==> src/rtl/bcd_pkg.sv <==
// Shared types and helpers for the sequential binary-to-BCD converter.
//   bcd_digit_t : one packed BCD digit
//   cvt_state_e : converter FSM states
//   add3_fix    : double-dabble digit correction (>=5 gets +3)
package bcd_pkg;

  typedef logic [3:0] bcd_digit_t;

  typedef enum logic [1:0] {
    IDLE  = 2'd0,
    SHIFT = 2'd1,
    DONE  = 2'd2
  } cvt_state_e;

  function automatic bcd_digit_t add3_fix(input bcd_digit_t d);
    return (d >= 4'd5) ? bcd_digit_t'(d + 4'd3) : d;
  endfunction

endpackage

==> src/rtl/bcd_add3_cell.sv <==
// Combinational double-dabble correction for a single BCD digit.
//   digit_in    : accumulator digit before the shift
//   digit_out_c : digit corrected so the following left shift stays decimal
module bcd_add3_cell
  import bcd_pkg::*;
(
  input  bcd_digit_t digit_in,
  output bcd_digit_t digit_out_c
);

  assign digit_out_c = add3_fix(digit_in);

endmodule

==> src/rtl/bin_to_bcd_seq.sv <==
// Sequential binary-to-packed-BCD converter, one input bit per clock.
//   clk, rst             : clock, asynchronous active-high reset
//   in_valid/in_ready    : operand handshake, bin_in captured when both high
//   out_valid/out_ready  : result handshake, bcd_out/ovf held until accepted
//   bcd_out              : packed BCD result modulo 10**DIGITS, digit0 in [3:0]
//   ovf                  : operand was >= 10**DIGITS
module bin_to_bcd_seq
  import bcd_pkg::*;
#(
  parameter int unsigned BIN_W  = 8,
  parameter int unsigned DIGITS = 2
) (
  input  logic                  clk,
  input  logic                  rst,
  input  logic                  in_valid,
  output logic                  in_ready,
  input  logic [BIN_W-1:0]      bin_in,
  output logic                  out_valid,
  input  logic                  out_ready,
  output logic [4*DIGITS-1:0]   bcd_out,
  output logic                  ovf
);

  localparam int unsigned BCD_W = 4 * DIGITS;
  localparam int unsigned TOT_W = BCD_W + BIN_W;
  localparam int unsigned CNT_W = $clog2(BIN_W + 1);
  // 10**DIGITS < 2**BCD_W, so this width holds both the limit and any operand.
  localparam int unsigned CMP_W = ((BIN_W > BCD_W) ? BIN_W : BCD_W) + 1;

  function automatic logic [CMP_W-1:0] pow10(input int unsigned n);
    logic [CMP_W-1:0] r;
    r = CMP_W'(1);
    for (int unsigned i = 0; i < n; i++) r = CMP_W'(r * CMP_W'(10));
    return r;
  endfunction

  localparam logic [CMP_W-1:0] BCD_LIMIT = pow10(DIGITS);

  cvt_state_e         state_q, state_d;
  logic [BIN_W-1:0]   shift_q, shift_d;
  logic [BCD_W-1:0]   accum_q, accum_d;
  logic [CNT_W-1:0]   cnt_q, cnt_d;
  logic               ovf_q, ovf_d;
  logic               out_valid_q, out_valid_d;
  logic               in_ready_q, in_ready_d;

  logic [BCD_W-1:0]   accum_fix;
  logic [TOT_W-1:0]   shifted;

  // Per-digit correction ahead of each shift.
  for (genvar g = 0; g < DIGITS; g++) begin : g_cell
    bcd_add3_cell u_cell (
      .digit_in    (accum_q[4*g +: 4]),
      .digit_out_c (accum_fix[4*g +: 4])
    );
  end

  // Top accumulator bit falls off, leaving the result modulo 10**DIGITS.
  assign shifted = {accum_fix, shift_q} << 1;

  // Next-state and datapath updates.
  always_comb begin
    state_d     = state_q;
    shift_d     = shift_q;
    accum_d     = accum_q;
    cnt_d       = cnt_q;
    ovf_d       = ovf_q;
    out_valid_d = out_valid_q;
    in_ready_d  = in_ready_q;
    case (state_q)
      IDLE: begin
        in_ready_d = 1'b1;
        if (in_valid && in_ready_q) begin
          shift_d    = bin_in;
          accum_d    = '0;
          ovf_d      = (CMP_W'(bin_in) >= BCD_LIMIT);
          cnt_d      = CNT_W'(BIN_W);
          in_ready_d = 1'b0;
          state_d    = SHIFT;
        end
      end
      SHIFT: begin
        accum_d = shifted[TOT_W-1:BIN_W];
        shift_d = shifted[BIN_W-1:0];
        cnt_d   = cnt_q - CNT_W'(1);
        if (cnt_q == CNT_W'(1)) begin
          out_valid_d = 1'b1;
          state_d     = DONE;
        end
      end
      DONE: begin
        if (out_ready) begin
          out_valid_d = 1'b0;
          in_ready_d  = 1'b1;
          state_d     = IDLE;
        end
      end
      default: begin
        out_valid_d = 1'b0;
        in_ready_d  = 1'b0;
        state_d     = IDLE;
      end
    endcase
  end

  // All converter state.
  always_ff @(posedge clk or posedge rst) begin
    if (rst) begin
      state_q     <= IDLE;
      shift_q     <= '0;
      accum_q     <= '0;
      cnt_q       <= '0;
      ovf_q       <= 1'b0;
      out_valid_q <= 1'b0;
      in_ready_q  <= 1'b0;
    end else begin
      state_q     <= state_d;
      shift_q     <= shift_d;
      accum_q     <= accum_d;
      cnt_q       <= cnt_d;
      ovf_q       <= ovf_d;
      out_valid_q <= out_valid_d;
      in_ready_q  <= in_ready_d;
    end
  end

  assign in_ready  = in_ready_q;
  assign out_valid = out_valid_q;
  assign bcd_out   = accum_q;
  assign ovf       = ovf_q;

  // Accumulator digits must stay decimal throughout the shift phase.
  for (genvar g = 0; g < DIGITS; g++) begin : g_chk
    always @(posedge clk) begin
      if (!rst && state_q == SHIFT) begin
        assert (accum_q[4*g +: 4] <= 4'd9)
          else $error("bcd digit %0d out of range", g);
      end
    end
  end

endmodule

==> config.mk <==
export PLATFORM = sky130hd
export DESIGN_NAME = bin_to_bcd_seq
export DESIGN_NICKNAME = d
export VERILOG_FILES = /design/src/rtl/bcd_pkg.sv /design/src/rtl/bcd_add3_cell.sv /design/src/rtl/bin_to_bcd_seq.sv
export SDC_FILE = /design/constraint.sdc
export NUM_CORES = 1
export LEC_CHECK = 0
export CORE_AREA = 2 2 66 68
export CTS_BUF_LIST = sky130_fd_sc_hd__clkbuf_16
export CTS_CLUSTER_SIZE = 28
export DETAILED_ROUTE_END_ITERATION = 16
export DIE_AREA = 0 0 68 70
export HOLD_SLACK_MARGIN = 0.02
export PLACE_DENSITY = 0.54
export SYNTH_ARGS = -nofsm -noshare
export SYNTH_HDL_FRONTEND = slang
export SYNTH_HIERARCHICAL = 1
export SYNTH_SLANG_ARGS = --single-unit
==> constraint.sdc <==
create_clock -name clk -period 1.9 [get_ports clk]
set_input_delay 0.38 -clock clk [delete_from_list [all_inputs] [get_ports clk]]
set_output_delay 0.38 -clock clk [all_outputs]
set_load 0.01 [all_outputs]
==> results of run 1 <==
[power breakdown]
group / switching, µW / internal [µW]
logic: 632 / 665
registers: 225 / 774
clock network: 179 / 283
total: 1040 / 1720
[routing by layer]
metal  global-route usage  vias up  wire (µm)
met2                0.192       18       1190
met1                0.158      480       1120
met4               0.0600        0         45
met3               0.0145        4         70
li1                     -      503          -
met5                    0        -          0
[flip-flops by register name (all words and copies together), names as in the netlist]
name,count
ovf,1
cnt_q,4
in_ready,1
state_q,2
shift_q,8
out_valid,1
bcd_out,8
[tightest hold or removal path, cell delays in order]
cell and delay [ns]:
clkdlybuf4s50_1 0.39, inv_1 0.05, buf_4 0.29
[area by class of cell]
type,count,area [µm²]
fillers,418,2490
flip-flops and latches,25,626
multi-input cells,95,607
repair buffers,26,250
clock buffers,3,75.1
well taps,52,65.1
inverters,8,30.0
clock inverters,1,5.00
[worst min-delay path by stage]
| stage | start | end | slack (ns) | depth (start not counted) |
|---|---|---|---|---|
| global route | shift_q[2] | shift_q[2] | 0.50 | 1 |
| finish | rst | bcd_out[1] | 0.47 | 3 |
| CTS | rst | bcd_out[0] | 0.48 | 3 |
| floorplan | rst | bcd_out[0] | 0.41 | 1 |
| detailed placement | shift_q[7] | shift_q[7] | 0.47 | 1 |
| global placement | shift_q[3] | shift_q[3] | 0.47 | 1 |
[through the flow]
step / area [µm²] / worst slack (ns)
5_1_grt: 1660 / 0.170
2_1_floorplan: 1300 / 0.538
3_5_place_dp: 1580 / 0.112
3_3_place_gp: 1580 / 0.139
6_report: 1660 / 0.234
4_1_cts: 1660 / 0.229
==> results.py, run 1 <==
metrics = {
    "setup_path": {
        "cpPeakStageDelay_ns": 0.57,
        "slowest_stage": "clkdlybuf4s50_1",
        "critical_path.top_delay_family": "buffers and inverters",
        "crit_chain": "clkdlybuf4s50_1",
        "path_depth": 1,
        "r2r-end": "bcd_out[2]",
        "r2r_cells": 6,
        "cp_max_fo": 6,
        "cp-endpoint": "bcd_out[0]",
        "r2r_setup_slack_ns": 0.44,
        "critPathCaptureType": "output pin",
        "startpoint_type": "flop",
        "criticalPathCategory": "flop to output pin",
        "required_ns": 1.52,
        "timing.rr.start": "bcd_out[0]",
        "critPathBufInv": 1,
        "crit_path_start": "bcd_out[0]",
        "cp.arrival_ns": 1.29,
    },
    "cts": {
        "cts_setup_buffers": 0,
        "clockBufferDepth": 2,
        "cts_hold_buf": 0,
        "clock_latency_ns": 0.26,
        "htree_levels": 1,
        "ctsResizeCount": 0,
        "cts_made_buffers": 3,
        "cts_tree": "built",
        "clockRootBuffer": "clkbuf_16",
        "cts_sinks": 25,
        "cts.clk_slew.worst_paths_ns": 0.06,
    },
    "drt": {
        "drc_errors": 0,
        "vias_per_cell": 4.79,
        "drtAntennaViolNets": 0,
        "drt_iter0_markers": 44,
        "vias": 1005,
        "dr.pass1.iters": 4,
        "routed_wl_mm": 2.43,
        "routedWlPerCell_um": 11.5,
    },
    "global_route": {
        "grt_overflow": 0,
        "grt_pass1_wl_mm": 4.36,
        "grt_pass1_vias": 985,
        "grt_max_degree": 26,
        "grt_antenna_before_repair": 0,
        "track_usage": 0.120,
    },
    "power_and_ir_drop": {
        "power_density_nw_per_um2": 1660,
        "fin_total_pwr_uw": 2760,
        "power.leakage_uw": 0.000770,
        "ir_drop_mv": 0.558,
    },
    "floorplan": {
        "die-area_um2": 4760,
        "fp.coreArea_um2": 4140,
        "die_w_um": 68,
        "row_count": 24,
        "pin_count": 23,
        "initial_core_util": 0.313,
        "die_y_um": 70,
    },
    "timing": {
        "fmax_ghz": 0.600,
        "tns_ns": 0,
        "min_period_ns": 1.67,
        "rsz0062_at_grt": "false",
        "timing.hold.ws_ns": 0.466,
        "period_share": 0.877,
        "fin_skew_ns": 0.00150,
        "worstMarginPinSlew_ns": 0.430,
        "setup_viol": 0,
        "slew_violations": 0,
        "hold_viol": 0,
        "max-slew-margin-rel": 0.713,
    },
    "placement": {
        "finalWeightedCongestion": 0.698,
        "placed_cells": 206,
        "dp_hpwl_mm": 1.77,
        "io_buffers": 22,
    },
    "flow_run": {
        "cap_viol_max_count": 0,
    },
    "layout": {
        "final_common_cell": "nand2_1",
        "area_delta_synth_final_pct": 27.9,
        "drive_above_1_share": 0.0886,
        "stdcell_count": 210,
        "fin_util": 0.400,
        "mostFrequentLayoutCells": "nand2_1 (28), dfrtp_1 (25), clkdlybuf4s50_1 (22)",
        "nets": 177,
        "antennaDiodeCount": 0,
    },
    "synthesis": {
        "syn_area_um2": 1300,
        "yosysWarnings": 6,
        "synth_nets": 152,
        "synth_cells": 134,
        "syn_area_per_cell_um2": 9.67,
    },
    "hold_path": {
        "hold_path.class": "primary input to asynchronous set/reset pin",
    },
    "run_status": {
        "status": "complete, no violations",
    },
}
(Power assumes the default switching activity.)
==> inputs of run 2 (changes only) <==
--- a/config.mk
+++ b/config.mk
@@ -5,13 +5,15 @@
 export SDC_FILE = /design/constraint.sdc
 export NUM_CORES = 1
 export LEC_CHECK = 0
-export CORE_AREA = 2 2 66 68
+export ABC_AREA = 1
+export CORE_AREA = 2 2 69 71
 export CTS_BUF_LIST = sky130_fd_sc_hd__clkbuf_16
 export CTS_CLUSTER_SIZE = 28
 export DETAILED_ROUTE_END_ITERATION = 16
-export DIE_AREA = 0 0 68 70
+export DIE_AREA = 0 0 71 73
 export HOLD_SLACK_MARGIN = 0.02
-export PLACE_DENSITY = 0.54
+export MAX_ROUTING_LAYER = met4
+export PLACE_DENSITY = 0.53
 export SYNTH_ARGS = -nofsm -noshare
 export SYNTH_HDL_FRONTEND = slang
 export SYNTH_HIERARCHICAL = 1
==> run 2 against run 1 <==
Register-to-register slack gained 0.12 ns; area after synthesis up 9.1%; sequential power decreased by 2.6%; critical path type unchanged.
==> results.py, run 2 <==
metrics = {
    "run_status": {
        "status": "complete, no violations",
    },
    "placement": {
        "pre_cts_ws_ns": 0.261,
        "dp_hpwl_mm": 1.92,
        "post_dp_cell_area_um2": 1690,
        "io_buffers": 22,
        "finalWeightedCongestion": 0.781,
    },
    "floorplan": {
        "pin_count": 23,
        "row_count": 25,
        "fp.coreArea_um2": 4540,
        "die-area_um2": 5180,
        "die_w_um": 71,
        "initial_core_util": 0.312,
        "die_y_um": 73,
    },
    "layout": {
        "nets": 223,
        "mostFrequentLayoutCells": "nand2_1 (48), nand3_1 (35), dfrtp_1 (25)",
        "area_delta_synth_final_pct": 24.9,
        "drive_above_1_share": 0.123,
        "antennaDiodeCount": 0,
        "final_common_cell": "nand2_1",
        "post-route-cell-area_um2": 1770,
        "fin_util": 0.389,
    },
    "cts": {
        "clock_latency_ns": 0.26,
        "cts.clk_slew.worst_paths_ns": 0.06,
        "clockBufferDepth": 2,
        "cts_hold_buf": 0,
        "ctsResizeCount": 0,
        "htree_levels": 1,
        "cts_setup_buffers": 0,
        "cts_tree": "built",
        "cts_made_buffers": 3,
        "cts_sinks": 25,
        "clockRootBuffer": "clkbuf_16",
    },
    "setup_path": {
        "cp_max_fo": 7,
        "r2r_cells": 8,
        "timing.rr.start": "bcd_out[0]",
        "r2r_setup_slack_ns": 0.56,
        "criticalPathCategory": "flop to output pin",
        "slowest_stage": "clkdlybuf4s50_1",
        "required_ns": 1.52,
        "cp.arrival_ns": 1.30,
        "r2r-end": "bcd_out[1]",
        "critPathBufInv": 1,
        "critical_path.top_delay_family": "buffers and inverters",
        "crit_chain": "clkdlybuf4s50_1",
        "cpPeakStageDelay_ns": 0.58,
        "startpoint_type": "flop",
        "critPathCaptureType": "output pin",
    },
    "drt": {
        "routedWlPerCell_um": 10.7,
        "vias_per_cell": 4.60,
        "routed_wl_mm": 2.77,
        "dr.pass1.iters": 4,
        "drt_iter0_markers": 67,
        "drtAntennaViolNets": 0,
        "vias": 1187,
        "drc_errors": 0,
    },
    "synthesis": {
        "syn_area_per_cell_um2": 7.85,
        "syn_area_um2": 1410,
        "synth_nets": 198,
        "synth_cells": 180,
        "yosysWarnings": 6,
    },
    "timing": {
        "tns_ns": 0,
        "slew_violations": 0,
        "setup_ws_ns": 0.215,
        "hold_viol": 0,
        "fmax_ghz": 0.593,
        "rsz0062_at_grt": "false",
        "min_period_ns": 1.68,
        "max-slew-margin-rel": 0.751,
        "setup_viol": 0,
        "fin_skew_ns": 0.00345,
        "worstMarginPinSlew_ns": 0.373,
        "period_share": 0.887,
    },
    "global_route": {
        "grt_pass1_vias": 1119,
        "grt_max_degree": 26,
        "grt_antenna_before_repair": 0,
        "track_usage": 0.123,
        "grt_pass1_wl_mm": 5.04,
        "grt_overflow": 0,
    },
    "power_and_ir_drop": {
        "power.leakage_uw": 0.000869,
        "ir_drop_mv": 0.620,
        "power_density_nw_per_um2": 1690,
    },
    "hold_path": {
        "hold_path.class": "primary input to asynchronous set/reset pin",
    },
    "flow_run": {
        "cap_viol_max_count": 0,
    },
}
-- run 2: layout make-up --
class	count	area [µm²]
clock buffer	3	75.1
multi-input combinational	128	664
clock inverter	1	3.75
sequential	25	626
timing repair buffer	26	250
tap	54	67.6
fill	461	2770
inverter	21	78.8
-- run 2: routing by layer --
metal  up-vias  share of wire  global-route usage
met5         -              0                   -
met4         0          0.016              0.0440
met3         5          0.029              0.0207
met2        19           0.45               0.185
met1       542           0.50               0.169
li1        621              -                   -
-- run 2: worst max-delay path by stage --
stage / startpoint / end / slack, ns / cells after the start
2_1_floorplan: bcd_out[0] / bcd_out[2] / 0.62 / 8
3_3_place_gp: in_valid / cnt_q[3] / 0.27 / 8
3_5_place_dp: in_valid / cnt_q[2] / 0.26 / 7
4_1_cts: bcd_out[2] / bcd_out[2] / 0.19 / 1
5_1_grt: bcd_out[2] / bcd_out[2] / 0.15 / 1
6_report: bcd_out[2] / bcd_out[2] / 0.22 / 1
-- run 2: power by group --
group,total (µW),internal [µW],switching (µW),leakage (µW)
sequential,973,776,197,0.000311
combinational,1540,664,875,0.000515
clock,468,282,186,0.0000423
-- run 2: per-stage QoR --
| step | cells | power [µW] | hold WS, ns |
|---|---|---|---|
| floorplan | 180 | 2120 | 0.407 |
| global placement | 254 | 2540 | 0.459 |
| detailed placement | 254 | 2540 | 0.471 |
| CTS | 258 | 3030 | 0.495 |
| global route | 258 | 3280 | 0.519 |
| finish | 258 | 2980 | 0.473 |
==> inputs of run 3 (changes only) <==
--- a/config.mk
+++ b/config.mk
@@ -14,6 +14,7 @@
 export HOLD_SLACK_MARGIN = 0.02
 export MAX_ROUTING_LAYER = met4
 export PLACE_DENSITY = 0.53
+export SKIP_LAST_GASP = 1
 export SYNTH_ARGS = -nofsm -noshare
 export SYNTH_HDL_FRONTEND = slang
 export SYNTH_HIERARCHICAL = 1
==> results of run 3 <==
No change in the layout: final DEF, timing and power equal those of run 2.
